<file path="src/rtl/pipeline_ctrl_pkg.sv">
// Shared types and constants for the pipeline stall/flush controller.
// Latency: n/a (declarations only).
// Backpressure: n/a.
package pipe_ctrl_pkg;

    typedef enum logic [1:0] {
        RUN      = 2'd0,
        MEM_WAIT = 2'd1,
        ERROR    = 2'd2
    } state_e;

    localparam int                    REG_ADDR_W = 5;
    localparam logic [REG_ADDR_W-1:0] REG_ZERO   = 5'd0;
    localparam logic [31:0]           CNT_MAX    = 32'hFFFF_FFFF;

    // Increment-by-one that holds at CNT_MAX instead of wrapping.
    function automatic logic [31:0] sat_inc(input logic [31:0] v, input logic en);
        return (en && (v != CNT_MAX)) ? v + 32'd1 : v;
    endfunction

endpackage

</file>
<file path="src/rtl/pipeline_ctrl_hazard_detect.sv">
// Load-use hazard detector: load in EX whose destination is a source of the instruction in ID.
// Latency: purely combinational.
// Backpressure: none; the result feeds the controller's stall decision.
import pipe_ctrl_pkg::*;

module hazard_detect (
    input  logic [REG_ADDR_W-1:0] if_id_rs_addr_i,
    input  logic [REG_ADDR_W-1:0] if_id_rt_addr_i,
    input  logic                  id_ex_mem_read_i,
    input  logic [REG_ADDR_W-1:0] id_ex_rt_addr_i,
    output logic                  load_use_o
);

    // Register zero is never a real dependency, so a load targeting it cannot stall.
    always_comb begin
        load_use_o = id_ex_mem_read_i
                   && (id_ex_rt_addr_i != REG_ZERO)
                   && ((id_ex_rt_addr_i == if_id_rs_addr_i) || (id_ex_rt_addr_i == if_id_rt_addr_i));
    end

endmodule

</file>
<file path="src/rtl/pipeline_ctrl.sv">
// Stall/flush controller for the 5-stage pipeline with memory watchdog; optional perf counters (PERF_CNT_EN).
// Latency: controls are combinational from registered FSM state and current inputs (zero added cycles).
// Backpressure: a pending data-memory access freezes all stage registers until dmem_ack_i; timeout parks in ERROR.
import pipe_ctrl_pkg::*;

module pipeline_ctrl #(
    parameter int TIMEOUT = 255
) (
    input  logic                  clk_i,
    input  logic                  rst_i,
    input  logic [REG_ADDR_W-1:0] IF_ID_RSaddr_i,
    input  logic [REG_ADDR_W-1:0] IF_ID_RTaddr_i,
    input  logic                  ID_EX_MemRead_i,
    input  logic [REG_ADDR_W-1:0] ID_EX_RTaddr_i,
    input  logic                  Branch_taken_i,
    input  logic                  EX_MEM_MemRead_i,
    input  logic                  EX_MEM_MemWrite_i,
    input  logic                  dmem_ack_i,
    output logic                  dmem_req_o,
    output logic                  PC_we_o,
    output logic                  IF_ID_we_o,
    output logic                  IF_ID_flush_o,
    output logic                  ID_EX_we_o,
    output logic                  ID_EX_bubble_o,
    output logic                  EX_MEM_we_o,
    output logic                  MEM_WB_bubble_o,
    output logic                  error_o,
    output logic [31:0]           stall_cycles_o,
    output logic [31:0]           flush_count_o
);

    localparam int WCNT_W = $clog2(TIMEOUT + 1);
    localparam logic [WCNT_W-1:0] WCNT_LAST = WCNT_W'(TIMEOUT - 1);

    state_e            state_q, state_d;
    logic [WCNT_W-1:0] wcnt_q, wcnt_d;
    logic              load_use;
    logic              mem_access;
    logic              mem_stall;

    hazard_detect u_hazard (
        .if_id_rs_addr_i  (IF_ID_RSaddr_i),
        .if_id_rt_addr_i  (IF_ID_RTaddr_i),
        .id_ex_mem_read_i (ID_EX_MemRead_i),
        .id_ex_rt_addr_i  (ID_EX_RTaddr_i),
        .load_use_o       (load_use)
    );

    // FSM state and watchdog counter registers.
    always_ff @(posedge clk_i) begin
        if (rst_i) begin
            state_q <= RUN;
            wcnt_q  <= '0;
        end else begin
            state_q <= state_d;
            wcnt_q  <= wcnt_d;
        end
    end

    // Next state, watchdog and stage controls, resolved by priority: reset, ERROR, memory stall, load-use, branch.
    always_comb begin
        state_d         = state_q;
        wcnt_d          = wcnt_q;
        mem_access      = EX_MEM_MemRead_i | EX_MEM_MemWrite_i;
        mem_stall       = 1'b0;
        dmem_req_o      = mem_access;
        PC_we_o         = 1'b1;
        IF_ID_we_o      = 1'b1;
        IF_ID_flush_o   = 1'b0;
        ID_EX_we_o      = 1'b1;
        ID_EX_bubble_o  = 1'b0;
        EX_MEM_we_o     = 1'b1;
        MEM_WB_bubble_o = 1'b0;
        error_o         = 1'b0;

        if (rst_i) begin
            // Hold every stage and fill with NOPs while reset is held.
            dmem_req_o      = 1'b0;
            PC_we_o         = 1'b0;
            IF_ID_we_o      = 1'b0;
            ID_EX_we_o      = 1'b0;
            EX_MEM_we_o     = 1'b0;
            IF_ID_flush_o   = 1'b1;
            ID_EX_bubble_o  = 1'b1;
            MEM_WB_bubble_o = 1'b1;
        end else if (state_q == ERROR) begin
            dmem_req_o  = 1'b0;
            PC_we_o     = 1'b0;
            IF_ID_we_o  = 1'b0;
            ID_EX_we_o  = 1'b0;
            EX_MEM_we_o = 1'b0;
            error_o     = 1'b1;
        end else begin
            mem_stall = (state_q == MEM_WAIT) ? !dmem_ack_i : (mem_access && !dmem_ack_i);
            if (mem_stall) begin
                dmem_req_o      = 1'b1;
                PC_we_o         = 1'b0;
                IF_ID_we_o      = 1'b0;
                ID_EX_we_o      = 1'b0;
                EX_MEM_we_o     = 1'b0;
                MEM_WB_bubble_o = 1'b1;
                if (state_q == RUN) begin
                    state_d = MEM_WAIT;
                    wcnt_d  = '0;
                end else if (wcnt_q == WCNT_LAST) begin
                    state_d = ERROR;
                    wcnt_d  = wcnt_q + WCNT_W'(1);
                end else begin
                    wcnt_d  = wcnt_q + WCNT_W'(1);
                end
            end else begin
                // Completion cycle of a waited access keeps the request visible.
                if (state_q == MEM_WAIT) begin
                    dmem_req_o = 1'b1;
                    state_d    = RUN;
                end
                if (load_use) begin
                    // A simultaneous taken branch is dropped; it re-resolves once the load clears.
                    PC_we_o        = 1'b0;
                    IF_ID_we_o     = 1'b0;
                    ID_EX_bubble_o = 1'b1;
                end else if (Branch_taken_i) begin
                    IF_ID_flush_o = 1'b1;
                end
            end
        end
    end

`ifdef PERF_CNT_EN
    logic [31:0] stall_cnt_q;
    logic [31:0] flush_cnt_q;

    // Saturating counts of PC-stalled cycles and IF/ID flushes since reset.
    always_ff @(posedge clk_i) begin
        if (rst_i) begin
            stall_cnt_q <= '0;
            flush_cnt_q <= '0;
        end else begin
            stall_cnt_q <= sat_inc(stall_cnt_q, !PC_we_o);
            flush_cnt_q <= sat_inc(flush_cnt_q, IF_ID_flush_o);
        end
    end

    assign stall_cycles_o = stall_cnt_q;
    assign flush_count_o  = flush_cnt_q;
`else
    assign stall_cycles_o = 32'd0;
    assign flush_count_o  = 32'd0;
`endif

endmodule

</file>
<file path="config.mk">
export PLATFORM = sky130hd
export DESIGN_NAME = pipeline_ctrl
export DESIGN_NICKNAME = d
export VERILOG_FILES = /design/src/rtl/pipeline_ctrl_pkg.sv /design/src/rtl/pipeline_ctrl_hazard_detect.sv /design/src/rtl/pipeline_ctrl.sv
export SDC_FILE = /design/constraint.sdc
export NUM_CORES = 1
export LEC_CHECK = 0
export CAP_MARGIN = 30
export CORE_UTILIZATION = 37
export DETAILED_ROUTE_END_ITERATION = 6
export GPL_TIMING_DRIVEN = 0
export PLACE_DENSITY_LB_ADDON = 0.25
export SLEW_MARGIN = 5
export SYNTH_ARGS = -nofsm -noshare
export SYNTH_HDL_FRONTEND = slang
export SYNTH_SLANG_ARGS = --single-unit
</file>
<file path="constraint.sdc">
create_clock -name clk_i -period 2.8 [get_ports clk_i]
set_input_delay 0.56 -clock clk_i [delete_from_list [all_inputs] [get_ports clk_i]]
set_output_delay 0.56 -clock clk_i [all_outputs]
set_load 0.01 [all_outputs]
</file>
# [Yosys cells after proc, flatten, opt, wreduce, memory -nomap -nowiden]
# Cells that the tools add are included.
[classes] n_bitwise=2 eq_ne=6 add_sub_neg=1 n_reduce_logical=10 muxes=31
[ops] op="$mux 1" count=26
[ops] op="$eq 5x5->1" count=2
[ops] op="$add 8x1->8 const B" count=1
[ops] op="$eq 8x8->1 const B" count=1
[ops] op="$mux 2" count=4
[ops] op="$mux 8" count=1
[ops] op="$reduce_bool 5->1" count=1
[ops] op="$logic_and 1x1->1" count=3
[ops] op="$ne 3x1->1 const B" count=1
[ops] op="$reduce_and 3->1" count=1
[ops] op="$eq 2x1->1 const B" count=1
[ops] op="$eq 2x2->1 const B" count=1
[ops] op="$logic_not 2->1" count=1
[ops] op="$reduce_and 2->1" count=1
[ops] op="$reduce_bool 2->1" count=1
[ops] op="$logic_not 1->1" count=1
[ops] op="$logic_or 1x1->1" count=1
[ops] op="$not 1->1" count=1
[ops] op="$or 1x1->1" count=1
[totals] output_inout_bits=73 elab_cells=52 inputBits=22 reg_bits=10

# [Logic depth before layout (Yosys ltp)]
[logic_depth] depth_word=7 depth_mapped=5 depth_no_buf=4

# [By module]
# A second synthesis with hierarchy kept.
[unflattened] cells_unflattened=161 area_unflattened_um2=1258.7
[modules_own_cells] module="pipeline_ctrl" area_each_um2=1133.6 seq_area_each_um2=200.2 cells_per_inst=144 n_inst=1
[modules_own_cells] module="hazard_detect" area_each_um2=125.1 seq_area_each_um2=0.0 cells_per_inst=17 n_inst=1

# [Worst setup path before layout]
# No wires, ideal clock.
[synth_timing] path_kind="input port to output port" from="in ID_EX_RTaddr_i[0]" to="out PC_we_o" setup_slack_ns=0.345 arrival_time_ns=1.895 t_required_ns=2.240 n_path_buf=1 cell_stages=4 path_cell_list="or4_1 -> o21a_1 -> a211oi_1 -> buf_4"
[synth_via] elab_chain_len=7 word_cells_on_any_way=10 classes_between="eq/ne: 2; mux: 4; reduce/logical: 4"
[synth_rtl] item="start, declared" line_no="pipeline_ctrl.sv:14" text="input logic [REG_ADDR_W-1:0] ID_EX_RTaddr_i,"
[synth_rtl] item="$eq 5x5->1 or $reduce_bool 5->1 (tied branches)" line_no="pipeline_ctrl_hazard_detect.sv:18, pipeline_ctrl_hazard_detect.sv:17"
[synth_rtl] item="$logic_or 1x1->1 or $logic_and 1x1->1 (tied branches)" line_no="pipeline_ctrl_hazard_detect.sv:18, pipeline_ctrl_hazard_detect.sv:17"
[synth_rtl] item="$logic_and 1x1->1 *" line_no="pipeline_ctrl_hazard_detect.sv:18" text="&& ((id_ex_rt_addr_i == if_id_rs_addr_i) || (id_ex_rt_addr_i == if_id_rt_addr_i));"
[synth_rtl] item="$mux 1 * (4 in series)"
[synth_rtl] item="end, declared" line_no="pipeline_ctrl.sv:20" text="output logic PC_we_o,"
# Every way passes the cells marked *; elsewhere a longest branch is shown, timed or not.

# [Final worst setup path]
[layout_timing] from="in EX_MEM_MemWrite_i" to="out dmem_req_o"
[layout_via] elab_chain_len=6 word_cells_on_any_way=7 classes_between="mux: 5; bitwise: 1; reduce/logical: 1"
[layout_rtl] item="start, declared" line_no="pipeline_ctrl.sv:17" text="input logic EX_MEM_MemWrite_i,"
[layout_rtl] item="$or 1x1->1 *" line_no="pipeline_ctrl.sv:64" text="mem_access = EX_MEM_MemRead_i | EX_MEM_MemWrite_i;"
[layout_rtl] item="$logic_and 1x1->1" line_no="pipeline_ctrl.sv:94" text="mem_stall = (state_q == MEM_WAIT) ? !dmem_ack_i : (mem_access && !dmem_ack_i);"
[layout_rtl] item="$mux 1" line_no="pipeline_ctrl.sv:94"
[layout_rtl] item="$mux 1 *" line_no="pipeline_ctrl.sv:95" text="if (mem_stall) begin"
[layout_rtl] item="$mux 1 *" line_no="pipeline_ctrl.sv:86" text="end else if (state_q == ERROR) begin"
[layout_rtl] item="$mux 1 *" line_no="pipeline_ctrl.sv:76" text="if (rst_i) begin"
[layout_rtl] item="end, declared" line_no="pipeline_ctrl.sv:19" text="output logic dmem_req_o,"
# Marks and branches as above.

==> impl_results.md <==
* Outcome: finished clean
* Share of cells above drive strength 1 at 29.69%
* Seq pwr share at between 30% and 40%
* CP Data Required Time at between 2 and 2.5 ns
* Hold path cells at 2
* Final Cycle Share at 97.49%
* Number of hold-slack violations in the final timing report at 0
* Die area at 3618 um2
* DRC Markers at 0
* EDFF count, synth at 0
* Hold Slack at roughly 0.48 ns
* Area grow syn2layout at 48.70%
* Syn Inst Count at 161
* Hold Crit Start: wcnt_q[5]
* Switching power total at 142.4 uW
* Minimum clock period at 2.730 ns
* Hold Buf Count CTS at 0
* Worst IR Drop VDD at 0.2574 mV
* Slew headroom at 61.40%
* CTS tree: built
* Switch share at a little under a third
* Die height at 60.15 um
* Ys flop type: dfxtp_1
* Site Rows at 20
* R2R Path End: wcnt_q[4]
* Detailed placement HPWL at ~2200 um
* Post-Synth XOR/XNOR Area at about 7.0%
* Vias per cell at 3.793
* Complex-gate fraction of the synthesized area at 17.50%
* Initial Utilization at 40.00%
* Die width at between 60 and 70 um
* Register bit total from synthesis at 10
* Syn_area_per_cell at 7.771 um2
* PortBufs at 30
* Distinct cells, synth at 35
* Routed WL at 2485 um
* Cell area after synthesis at 1251 um2
* Clock Power Share at 21.1%
* Hold Path End: wcnt_q[5]
* WS Path Type: input pin to output pin
* Root Buffer Master: clkbuf_4
* Vias in the first global route at between 800 and 900
* Startpoint Class: input pin
* GRT Residual Overflow at 0
* Post-DRT Antenna Nets at 0
* Clk_lat worst skew at between 0.2 and 0.3 ns
* Post-synthesis simple-gate area fraction at 13.80%
* Max FO, Critical Path at 10
* DR vias at 1,138
* Core Region at 3128 um2
* 1st-pass router iterations at 2
* TritonCTS Buffers at 3
* Largest family of logic cells by synthesized area: buffers and inverters
* Async set-reset flop share out of synthesis at 0%
* I/O pin count at 95
* Multiplexer area fraction after synthesis at 0.8000%
* Overall power at 451.4 uW
* Worst Path Arrival at 2.17 ns
* Leak pwr at 0.0009703 uW
* PwrDens at approximately 240 nW/um2
* Unrepaired setup endpoints after global routing: false
* Combinational share of power at 46.6%
* Max Buffers Root-to-Sink at 2
* Worst Max-Slew Pin Slew at 0.5764 ns
* Gp weighted congestion at about 0.82
* Total GRT Usage at approximately 14%
* Reg-to-Reg Start: state_q[0]
* Pin count of the biggest net entering global routing at 16
* Worst setup EP type: output pin
* Yosys warns at 0
* Core Util, Final at 59.48%
* Clock sink total at 10
* Final Skew at 0.001033 ns
* FF-to-FF path depth at 5
* Max frequency at 0.3663 GHz
* Clk slew on worst S/H paths at 0.06 ns
* Reg-to-reg slack, setup at 1.27 ns
* Clock H-tree levels at 1
* Adder-cell share of the synthesized area at 2.000%
* Initial antenna violation count at 0
* Hold crit path type: flip-flop to flip-flop
* Sequential share of the synthesized area at 16.00%
* Wire per inst at slightly above 8 um
* Post-CTS Setup Inserts at 0
* Ant diodes at 0
* Filler instances at ~290
* Max Cap Viol at 0
* Final setup vio count at 0
* Number of DRC markers in iteration 0 at 16
* First-pass GRT wire length at 3850 um
* Layout Nets at about 280
* Cell Int Power at 309.0 uW
* Max-slew violations at 0
==> flip-flops by register name (all words and copies together) (netlist names) <==
signal,flops
state_q,2
wcnt_q,8
==> cell families after synthesis <==
family,Yosys count
buffers and inverters,74
muxes,1
DFF,10
and+or+nand+nor,32
other,1
AOI/OAI and AO/OA,31
adders and majority gates,2
xor gates and xnor gates,10
==> cells in the mapped netlist, types with 2 or more instances <==
master	number	area, um2
a41oi_1	2	17.52
a21oi_1	2	10.01
buf_4	66	495.5
a211oi_1	2	15.01
a21boi_1	3	22.52
and4_1	2	17.52
ha_1	2	25.02
inv_1	5	18.77
nand3_1	5	25.02
clkbuf_1	2	7.510
dfxtp_1	10	200.2
xnor2_1	10	87.58
nor2_1	5	18.77
o31ai_1	4	30.03
o21a_1	2	15.01
nand2b_1	2	12.51
a31oi_1	4	25.02
nand2_1	8	30.03
or4_1	5	37.54
o21ai_0	5	25.02
==> stage by stage <==
step / setup slack (ns) / TNS (ns) / cell area, um2 / std cells
2_1_floorplan: 0.3449 / 0 / 1488 / 224
3_3_place_gp: -0.5160 / -2.053 / 1843 / 298
3_5_place_dp: -0.5293 / -2.048 / 1843 / 298
4_1_cts: 0.003035 / 0 / 1857 / 300
5_1_grt: 0.02584 / 0 / 1861 / 300
6_report: 0.07022 / 0 / 1861 / 300
==> metal layers <==
layer / track usage (%) / wire length (um) / vias to the layer above
met2: 24.96 / 1224 / 48
met4: 1.993 / 19 / 0
met5: 0 / 0 / -
li1: - / - / 612
met3: 4.329 / 227 / 2
met1: 16.52 / 1014 / 476
==> final cells by class <==
| type | count | area, um2 | share of cell area, % |
|---|---|---|---|
| multi-input cells | 140 | 762.0 | 40.96 |
| clock buffers | 3 | 22.52 | 1.210 |
| flip-flops and latches | 10 | 200.2 | 10.76 |
| repair buffers | 30 | 290.3 | 15.60 |
| well taps | 44 | 55.05 | 2.959 |
| inverters | 5 | 18.77 | 1.009 |
| plain buffers | 68 | 511.7 | 27.51 |
==> cells in the final DEF (no fill, tap or decap), types with 3 or more instances in the layout <==
cell and n:
a21boi_1 3, a31oi_1 4, buf_4 66, clkbuf_4 3
clkdlybuf4s50_1 19, conb_1 64, dfxtp_1 10, dlygate4sd2_1 8
inv_1 5, nand2_1 8, nand3_1 5, nor2_1 4
o21ai_0 4, o31ai_1 4, or4_1 5, xnor2_1 10
==> critical path, cell delays in order <==
cell             delay, ns
clkdlybuf4s50_1       0.53
nor3_1                0.08
o21a_2                0.23
buf_6                 0.14
nor2_1                0.08
clkdlybuf4s50_1       0.54
==> what timing repair did <==
| item | 4_1_cts | 5_1_grt |
|---|---|---|
| setup endpoints to repair | 6 | 4 |
| endpoints found under the hold margin | 0 | 0 |
| resized for setup | 11 | 7 |
| pin swaps | 0 | 2 |
==> power by group through the flow <==
| stage | registers [uW] | logic (uW) | clock network [uW] |
|---|---|---|---|
| finish | 146 | 210 | 95.3 |
| global route | 146 | 231 | 110 |
| CTS | 145 | 207 | 98.1 |
| detailed placement | 149 | 212 | 0 |
| global placement | 149 | 212 | 0 |
| floorplan | 148 | 153 | 0 |
==> worst max-delay path by stage <==
stage | start | slack, ns | cells after the start | endpoint
3_3_place_gp | ID_EX_RTaddr_i[0] | -0.52 | 6 | PC_we_o
4_1_cts | EX_MEM_MemWrite_i | 0.003 | 7 | ID_EX_we_o
6_report | EX_MEM_MemWrite_i | 0.07 | 6 | dmem_req_o
2_1_floorplan | ID_EX_RTaddr_i[0] | 0.34 | 4 | PC_we_o
5_1_grt | EX_MEM_MemWrite_i | 0.03 | 6 | dmem_req_o
3_5_place_dp | ID_EX_RTaddr_i[0] | -0.53 | 6 | PC_we_o
Power figures use the tool's default switching activity.
